[src/rtl/full_adder_64.sv]
// Registered WIDTH-bit ripple-carry adder: {CarryOut,Sum} = X + Y + CarryIn, one cycle latency.
// A generate loop chains 1-bit full-adder cells, and the output register follows the chain.
module full_adder_64 #(
    parameter int WIDTH = 64
) (
    input  logic             Clock,
    input  logic             Reset_n,
    input  logic [WIDTH-1:0] X,
    input  logic [WIDTH-1:0] Y,
    input  logic             CarryIn,
    output logic [WIDTH-1:0] Sum,
    output logic             CarryOut
);

    // One full-adder cell; returns {carry_out, sum_bit}.
    function automatic logic [1:0] fa_cell(input logic a, input logic b, input logic cin);
        logic p;
        p = a ^ b;
        return {(a & b) | (cin & p), p ^ cin};
    endfunction

    logic [WIDTH-1:0] sum_s;
    logic             carry_s;
    logic [WIDTH-1:0] sum_d;
    logic [WIDTH-1:0] sum_q;
    logic             carry_d;
    logic             carry_q;

    // Each cell keeps its carry locally so the chain is not one self-referencing vector.
    for (genvar i = 0; i < WIDTH; i++) begin : g_cell
        logic cin_s;
        logic cout_s;
        logic s_s;

        if (i == 0) begin : g_first
            assign cin_s = CarryIn;
        end else begin : g_chain
            assign cin_s = g_cell[i-1].cout_s;
        end

        assign {cout_s, s_s} = fa_cell(X[i], Y[i], cin_s);
        assign sum_s[i]      = s_s;
    end

    assign carry_s = g_cell[WIDTH-1].cout_s;

    // Next-state of the output register: the ripple-chain result.
    always_comb begin
        sum_d   = sum_s;
        carry_d = carry_s;
    end

    // Output register; asynchronous clear discards any in-flight result.
    always_ff @(posedge Clock or negedge Reset_n) begin
        if (!Reset_n) begin
            sum_q   <= {WIDTH{1'b0}};
            carry_q <= 1'b0;
        end else begin
            sum_q   <= sum_d;
            carry_q <= carry_d;
        end
    end

    assign Sum      = sum_q;
    assign CarryOut = carry_q;

endmodule

[config.mk]
export PLATFORM = sky130hd
export DESIGN_NAME = full_adder_64
export DESIGN_NICKNAME = d
export VERILOG_FILES = /design/src/rtl/full_adder_64.sv
export SDC_FILE = /design/constraint.sdc
export NUM_CORES = 1
export LEC_CHECK = 0
export BUFFER_PORTS_ARGS = -buffer_cell sky130_fd_sc_hd__buf_2
export CAP_MARGIN = 15
export CORE_UTILIZATION = 45
export DETAILED_ROUTE_END_ITERATION = 10
export PLACE_DENSITY = 0.93
export SLEW_MARGIN = 20
export SYNTH_ARGS = -nofsm -noshare
export SYNTH_HDL_FRONTEND = slang
export SYNTH_SLANG_ARGS = --single-unit
[constraint.sdc]
create_clock -name Clock -period 1 [get_ports Clock]
set_input_delay 0.2 -clock Clock [delete_from_list [all_inputs] [get_ports Clock]]
set_output_delay 0.2 -clock Clock [all_outputs]
set_load 0.02 [all_outputs]
==> results.cfg <==
[power]
leakage_nw = 2.310
switching_share = 0.2996
p_int_mw = 6.468
net-switching-power_mw = 2.767
p_total_mw = 9.235
power_density_mw_per_mm2 = 1873
p_seq_frac = 0.372
vdd_drop_max_v = 0.001262
power_frac_comb = 0.336
power_frac_clock = 0.292

[place]
gp_congestion = 0.7323
dp_hpwl_um = 5823
dpl-instance-area_mm2 = 0.004238
port_buffers = 195

[finish]
final_common_cell = buf_2
layout.nets = 550
drive_above_1_share = 0.7861
syn2layout_area_growth_pct = 65.73
antenna_cells = 0
most-common-layout-cells = 127 x buf_2, 67 x buf_6, 65 x dfrtp_1
nFillCells = 354
seqCellArea_mm2 = 0.001627
multiInputGateArea_mm2 = 0.001439
final_area_mm2 = 0.004931

[timing]
drv_slew = 0
rsz0062_at_grt = yes
period_minus_slack_ns = 22.40
fmax_ghz = 0.04464
finalWorstSetupSlack_ns = -21.40
fin_crit_sh = 22.40
maxSlewHeadroom = 0.7769
finalSetupViolations = 129
hold_violations = 0
tightestPinTransition_ns = 0.3346

[drt]
first_pass_iters = 4
viasPerCell = 4.590
wirelength_um = 7600
first_iter_violations = 39
postRouteAntennaNets = 0
vias = 2006
drc = 0
wl_per_cell_um = 17.39

[die]
placementRows = 29
start_util = 0.4686
dieArea_mm2 = 0.006941
die_y_um = 83.32
fp.dieW_um = 83.32
pin_count = 196
core_area_mm2 = 0.006350

[clock_tree]
postCtsSetupBuffers = 0
cts_root_buf = clkbuf_8
htreeDepth = 3
cts.path.max_buffers = 2
clk_pin_slew_ns = 0.07
numCtsBuffers = 9
cts.sinks = 65
tritoncts = built

[grt]
grtUsageTotal = 0.2437
grt_pass1_wl_um = 12220
grt_max_degree = 66
overflow = 0
grt_pass1_vias = 2577
antenna_found_initial = 1

[status]
failed_checks = negative setup slack
run_status = finished with violations

[logic_synthesis]
synth_area_mm2 = 0.002975
yosysWarningCount = 0
avgSynthCellArea_um2 = 20.24
syn_nets = 342
ys_seq_elements = 65
synthCells = 147
synth_cell_type_count = 3
ys_seq_area_frac = 0.5467

[critical_path]
crit_path_start_kind = input port
critPathArrivalTime_ns = 22.67
critical_path.slowest_cell = fa_1
cp-startpoint = X[0]
crit_path_end_kind = flip-flop
crit_type = in2reg
crit_required_ns = 1.27
crit_end = Sum[63]
worstPathMaxFanout = 1
slowest_delay_ns = 0.39
cpMostUsedCell = fa_2

[job]
cap_violations = 0

[worst_hold_path]
hold_path.class = in2reg
-- worst max-delay path: cells and delay by family --
family / cells / cell delay [ns]
fa+ha+maj: 64 / 22.05
buf+inv: 7 / 0.41
-- logic make-up (layout without fill, tap and decap cells) --
kind of cell,after synthesis,in the layout,share of synthesized area
DFF,65,65,0.5467
adders and majority gates,64,64,0.4306
buffers and inverters,18,231,0.02271
-- state kept, by name (all words and copies together) (netlist names) --
name / count
Sum: 64
CarryOut: 1
-- cell type report --
class / count / share of cell area
flip-flops and latches: 65 / 0.3299
well taps: 77 / 0.01954
clock inverters: 5 / 0.02081
inverters: 18 / 0.01725
repair buffers: 197 / 0.2921
multi-input cells: 64 / 0.2918
clock buffers: 11 / 0.02867
-- worst min-delay path by stage --
stage                     to    start  depth (start not counted)  slack, ns
floorplan           CarryOut  Reset_n                          0       -0.1
global placement      Sum[0]  Reset_n                          2       0.23
CTS                   Sum[3]     Y[3]                          2       0.16
global route         Sum[27]    Y[27]                          2       0.16
detailed placement    Sum[1]  Reset_n                          2       0.24
finish               Sum[18]    Y[18]                          2       0.17
-- through the flow --
stage	util	instances	TNS (ns)	setup slack, ns	hold WS, ns
finish	0.7766	437	-689.76	-21.40	0.1744
global route	0.7766	437	-708.05	-21.90	0.1622
CTS	0.7748	437	-691.65	-21.45	0.1580
detailed placement	0.6674	420	-713.81	-21.88	0.2367
global placement	0.6674	420	-698.34	-21.44	0.2329
floorplan	-	147	-673.04	-20.86	-0.09559
-- per-layer routing --
| metal | global-route usage | vias to the layer above | wire, um |
|---|---|---|---|
| met4 | 0.1160 | 0 | 218 |
| met5 | 0 | - | 0 |
| met2 | 0.4665 | 122 | 4494 |
| met1 | 0.2349 | 1020 | 2299 |
| li1 | - | 842 | - |
| met3 | 0.07157 | 22 | 587 |
-- cells in the mapped netlist --
master    n  area, um2
fa_1     64       1281
inv_1    18      67.56
dfrtp_1  65       1627
-- power groups by stage --
stage / combinational, mW / clock, mW / sequential, mW
6_report: 3.10 / 2.69 / 3.44
5_1_grt: 3.33 / 2.86 / 3.49
4_1_cts: 3.12 / 2.74 / 3.42
3_5_place_dp: 2.47 / 0 / 3.33
3_3_place_gp: 2.31 / 0 / 3.30
2_1_floorplan: 0.484 / 0 / 4.04
-- repair_timing --
action | in CTS | in global routing
endpoints found under the setup margin | 129 | 129
gates resized for setup | 141 | 2
hold buffers | 1 | 0
hold endpoints to repair | 65 | 0
Power figures use the tool's default switching activity.
